--- src/rtl/btn_event.sv ---
`default_nettype none
// +----------------------------------------------------------------------------+
// | btn_event: turns a debounced button level into press / short / long /      |
// | repeat / release pulses. Rev 1.0                                           |
// +----------------------------------------------------------------------------+
// "repeat" and "release" are reserved words in SystemVerilog, so those pulses
// are named rpt and rel.
module btn_event #(
  parameter int TICK_DIV     = 1250000,
  parameter int LONG_TICKS   = 40,
  parameter int REPEAT_TICKS = 8
) (
  input  logic clk,
  input  logic rst,
  input  logic bin,
  input  logic rep_en,
  output logic press,
  output logic short_press,
  output logic long_press,
  output logic rpt,
  output logic rel,
  output logic held
);

  localparam int TW = $clog2(TICK_DIV);
  localparam logic [TW-1:0] c_TICK_LAST = TW'(TICK_DIV - 1);
  localparam logic [TW-1:0] c_TICK_ONE  = TW'(1);
  localparam logic [7:0]    c_LONG_LAST = 8'(LONG_TICKS - 1);
  localparam logic [7:0]    c_REP_LAST  = 8'(REPEAT_TICKS - 1);

  typedef enum logic [1:0] {
    S_LOCK    = 2'd0,
    S_IDLE    = 2'd1,
    S_PRESSED = 2'd2,
    S_HELD    = 2'd3
  } state_t;

  state_t        r_state, w_state_nxt;
  logic [TW-1:0] r_tick, w_tick_nxt;
  logic [7:0]    r_hold, w_hold_nxt;
  logic [7:0]    r_rep, w_rep_nxt;
  logic          w_press, w_short, w_long, w_rpt, w_rel, w_held;
  logic          w_tick;

  assign w_tick = (r_tick == c_TICK_LAST);

  always_comb begin
    w_state_nxt = r_state;
    w_tick_nxt  = r_tick;
    w_hold_nxt  = r_hold;
    w_rep_nxt   = r_rep;
    w_press     = 1'b0;
    w_short     = 1'b0;
    w_long      = 1'b0;
    w_rpt       = 1'b0;
    w_rel       = 1'b0;
    case (r_state)
      S_LOCK: begin
        w_tick_nxt = '0;
        if (!bin) w_state_nxt = S_IDLE;
      end
      S_IDLE: begin
        w_tick_nxt = '0;
        w_hold_nxt = '0;
        w_rep_nxt  = '0;
        if (bin) begin
          w_press     = 1'b1;
          w_state_nxt = S_PRESSED;
        end
      end
      S_PRESSED: begin
        // Release wins over a coincident tick.
        if (!bin) begin
          w_rel       = 1'b1;
          w_short     = 1'b1;
          w_state_nxt = S_IDLE;
          w_tick_nxt  = '0;
          w_hold_nxt  = '0;
          w_rep_nxt   = '0;
        end else begin
          w_tick_nxt = w_tick ? '0 : r_tick + c_TICK_ONE;
          if (w_tick) begin
            if (r_hold == c_LONG_LAST) begin
              w_long      = 1'b1;
              w_state_nxt = S_HELD;
              w_rep_nxt   = '0;
            end else begin
              w_hold_nxt = r_hold + 8'd1;
            end
          end
        end
      end
      S_HELD: begin
        if (!bin) begin
          w_rel       = 1'b1;
          w_state_nxt = S_IDLE;
          w_tick_nxt  = '0;
          w_hold_nxt  = '0;
          w_rep_nxt   = '0;
        end else begin
          w_tick_nxt = w_tick ? '0 : r_tick + c_TICK_ONE;
          // Repeat cadence keeps running even while rep_en masks the pulse.
          if (w_tick) begin
            if (r_rep == c_REP_LAST) begin
              w_rep_nxt = '0;
              w_rpt     = rep_en;
            end else begin
              w_rep_nxt = r_rep + 8'd1;
            end
          end
        end
      end
      default: w_state_nxt = S_LOCK;
    endcase
    w_held = (w_state_nxt == S_PRESSED) || (w_state_nxt == S_HELD);
  end

  always_ff @(posedge clk) begin
    if (rst) begin
      r_state     <= S_LOCK;
      r_tick      <= '0;
      r_hold      <= '0;
      r_rep       <= '0;
      press       <= 1'b0;
      short_press <= 1'b0;
      long_press  <= 1'b0;
      rpt         <= 1'b0;
      rel         <= 1'b0;
      held        <= 1'b0;
    end else begin
      r_state     <= w_state_nxt;
      r_tick      <= w_tick_nxt;
      r_hold      <= w_hold_nxt;
      r_rep       <= w_rep_nxt;
      press       <= w_press;
      short_press <= w_short;
      long_press  <= w_long;
      rpt         <= w_rpt;
      rel         <= w_rel;
      held        <= w_held;
    end
  end

endmodule
`default_nettype wire

--- config.mk ---
export PLATFORM = sky130hd
export DESIGN_NAME = btn_event
export DESIGN_NICKNAME = d
export VERILOG_FILES = /design/src/rtl/btn_event.sv
export SDC_FILE = /design/constraint.sdc
export NUM_CORES = 1
export LEC_CHECK = 0
export ABC_AREA = 0
export BUFFER_PORTS_ARGS = -buffer_cell sky130_fd_sc_hd__buf_4
export CORE_MARGIN = 2
export CORE_UTILIZATION = 57
export CTS_BUF_LIST = sky130_fd_sc_hd__clkbuf_2 sky130_fd_sc_hd__clkbuf_4 sky130_fd_sc_hd__clkbuf_8
export DETAILED_ROUTE_END_ITERATION = 6
export GPL_ROUTABILITY_DRIVEN = 0
export GPL_TIMING_DRIVEN = 1
export PLACE_DENSITY_LB_ADDON = 0.08
export SYNTH_ARGS = -nofsm -noshare
export SYNTH_HDL_FRONTEND = slang
export SYNTH_SLANG_ARGS = --single-unit
--- constraint.sdc ---
create_clock -name clk -period 1.9 [get_ports clk]
set_input_delay 0.38 -clock clk [delete_from_list [all_inputs] [get_ports clk]]
set_output_delay 0.38 -clock clk [all_outputs]
set_load 0.01 [all_outputs]
==> flow_results.org <==
** Synthesis
- Dominant combinational cell family by area after synthesis :: simple AND/OR/NAND/NOR gates
- Post-Synth XOR/XNOR Area :: 7.17%
- The synthesized netlist devotes 14.8% of its cell area to compound gates.
- The synthesized netlist devotes 31.0% of its cell area to simple gates.
- Counting distinct cell types in the post-synthesis netlist gives 49.
- After synthesis, the mean cell area works out to 8.60 um^2.
- Synthesis produced 270 cells.
- Among all cell types in the netlist, the one instantiated most often is dfxtp_1.
- Ranking of synthesized cells by instance count :: 44 x dfxtp_1, 29 x nor2_1, 24 x nand2_1
- The cell area that synthesis handed to floorplanning was 2320 um^2.
- In the post-synthesis netlist, the biggest area contributors are dfxtp_1 38%, nor2_1 4.7%, ha_1 4.3%.
- The portion of synthesized area spent on multiplexers is 0%.
- Async set-reset flop share out of synthesis :: 0%
- The most used flip-flop cell after synthesis is dfxtp_1.
- Number of synthesized flops with an enable pin :: 0
- Of the total synthesized cell area, the portion taken by full adders, half adders and majority gates is 4.31%.
- The number of nets handed over by synthesis was 282.
- Summed over its instances, the top area cell type makes up 37.9% of the synthesized netlist area.
- Synth Register Bits :: 44
- The largest total area in the synthesized netlist belongs to dfxtp_1.
- Summing the sequential cell areas from Yosys gives 37.9% of the chip area.
- Warnings from Yosys :: 0

** Critical path
- Counting cells, the worst reg-to-reg path comes to 6.
- Startpoint of the most critical setup path :: r_rep[7]
- The worst setup path is captured at a register.
- Critical Path AT :: 2.02 ns
- The startpoint identified for the worst register-to-register timing path is r_rep[7].
- Critical Path Source Type :: register
- The worst setup path is of the reg -> reg kind.
- Biggest fanout along the worst timing path :: 6
- Crit path required time :: 2.08 ns

** Hold path
- Hold path startpoint :: bin
- In this run the worst hold path is classified as in -> reg.
- Hold Crit Depth :: 2

** Clock network
- Clock Tree Buf Depth :: 2
- Max H-tree Level :: 2
- TritonCTS built the clock tree.
- CTS Sinks :: 44
- Root cell of the clock tree :: clkbuf_8
- Skew-Pair Late Insertion Delay :: 0.30 ns
- Number of buffers inserted for hold repair after clock tree synthesis :: 0
- The number of clock buffers added by TritonCTS is 5.
- Clk slew on worst S/H paths :: 0.09 ns

** Routing
- The final route contains 2069 vias.
- After detailed routing, the total wire length is 5050 um.
- First-pass detailed-route iteration total :: 4
- Dividing the detail-routed via count by the number of cells gives 5.72.
- The detailed router finished its first iteration with 102 violations.
- Wire length per cell after detailed routing :: 13.9 um
- Antenna viol nets, final :: 0
- # DRC :: 0

** STA
- Worst slew margin :: 71.6%
- After layout, the worst path uses 97.0% of the clock period.
- Maximum clock skew at final layout :: 0.00676 ns
- The count of final hold-check violations was 0.
- The final number of max-transition violations was 0.
- Setup violations remaining at the end of the flow were counted as 0.
- Setup repair after global routing could not meet its margin everywhere.
- Slew at the pin closest to its max-slew limit :: 0.423 ns
- Upper clock frequency limit :: 542 MHz
- Final worst path period need :: 1.84 ns

** Cells and area
- Of the cells placed in the final design, the portion with a size suffix greater than 1 is 26.6%.
- Antenna Diode Count :: 0
- After routing the design area is 2820 um^2.
- Core utilization of the finished layout :: 71.1%
- The net count of the finished layout is 323.
- The layout has 335 filler cells.
- Cell Count, Final, Fillers Out :: 362
- Area growth, synth to finish :: 21.6%

** Floorplanning
- Core area :: 3970 um^2
- Height of the die :: 67.8 um
- Measured along the x axis, the die boundary spans 67.8 um.
- Top-level I/O count :: 10
- The die covers 4600 um^2.
- The floorplan has 23 rows.
- The initial utilization of the core area, before any placement, comes to 58.5%.

** Global route
- Global-route wire length before repair :: 8290 um
- Number of antenna violations at the first check in global routing :: 0
- After global routing the overflow that remains totals 0.
- Maximum number of pins on one net before global-route repair :: 22
- The number of global-route vias before repair is 1834.
- GRT Resource Usage Total :: 23.8%

** Job
- The tool flagged a number of max-cap violations equal to 0.

** Place
- In this run the tool buffered the top-level ports with 9 buffer cells.
- Once placement finished, the instance area stood at 2630 um^2.
- After legalization and detailed placement, the total HPWL measured 3600 um.
- Cells after DPL :: 352

** Power and ir drop
- IR analysis of the VDD net gives a maximum drop of 466 uV.
- Pwr/cell area :: 640 nW/um^2
- Summed over all cells, the static leakage comes to 1.04 nW.

** Status
- The run finished with clean final reports.
## final cells by class
cell class | count | area, um^2 | share of cell area (%)
Inverter | 10 | 37.5 | 1.33
Multi-Input combinational cell | 205 | 1390 | 49.2
Tap cell | 50 | 62.6 | 2.22
Sequential cell | 44 | 885 | 31.3
Timing Repair Buffer | 45 | 338 | 12.0
Clock buffer | 5 | 68.8 | 2.44
Clock inverter | 3 | 42.5 | 1.51
## final timing paths
path / to / slack, ns
worst min register to register: r_rep[7] / 0.49
worst max-delay path: r_rep[6] / 0.06
worst max register to register: r_rep[6] / 0.06
worst min-delay path: short_press / 0.32
## repair_timing
item	in CTS	in global routing
gates resized for setup	2	12
endpoints found under the setup margin	3	14
cloned	0	0
buffers inserted	1	1
pin swaps	2	1
endpoints found under the hold margin	0	0
## per-layer routing
layer  wire, um  share of wire [%]  vias up  track usage (%)
li1           -                  -     1056                -
met1       2400                 47      971             29.9
met2       2450                 49       36             39.3
met3        143                2.8        6             5.76
met4         56                1.1        0             9.50
met5          0                  0        -                0
## sequential cells by signal, summed over array words and instances, names as in the netlist
| signal | flops |
|---|---|
| rpt | 1 |
| r_rep | 8 |
| r_hold | 8 |
| short_press | 1 |
| held | 1 |
| r_tick | 21 |
| long_press | 1 |
| r_state | 1 |
| press | 1 |
| rel | 1 |
## metrics by stage
step / setup WS, ns / power [mW] / TNS (ns) / hold slack, ns
final: 0.0564 / 1.81 / 0 / 0.319
after global routing: -0.0287 / 1.88 / -0.0507 / 0.314
after global placement: 0.0175 / 1.10 / 0 / 0.445
after CTS: 0.0237 / 1.82 / 0 / 0.299
after floorplan: 0.0298 / 1.04 / 0 / 0.430
after detailed placement: 0.00169 / 1.10 / 0 / 0.456
## where the power goes
part / internal [mW] / leakage (nW) / switching (mW)
clock network: 0.389 / 0.0541 / 0.332
logic: 0.0628 / 0.628 / 0.0859
registers: 0.930 / 0.356 / 0.00800
total: 1.38 / 1.04 / 0.426
## worst max-delay path, cell delays in order, from the launching register on
cell	delay [ns]
dfxtp_1	0.34
or4_4	0.56
o311ai_4	0.31
a2111oi_4	0.09
buf_4	0.17
a41oi_1	0.20
a31oi_1	0.05
## layout by cell type, fill, tap and decap left out, types with 3 or more instances in the layout
cell type,Yosys,final
nor3b_1,3,3
xor2_1,11,11
dfxtp_1,44,41
nand2b_1,5,5
xnor2_1,8,8
ha_1,8,8
a31oi_1,14,13
nand2_1,24,24
nand4_1,9,9
buf_4,1,45
o31ai_1,6,6
clkbuf_8,2,5
dfxtp_2,0,3
a21oi_1,9,9
and3_1,6,6
and3_2,3,3
nor3_1,5,4
inv_1,10,10
nor2b_1,3,3
nor2_1,29,29
nor4_1,7,5
nand3_1,19,18
o21ai_0,4,4
## cell families after synthesis
logic type / after synthesis
fa+ha+maj: 8
simple gates: 131
buf+inv: 21
flops: 44
compound gates: 47
xor+xnor: 19
Power figures use the tool's default switching activity.
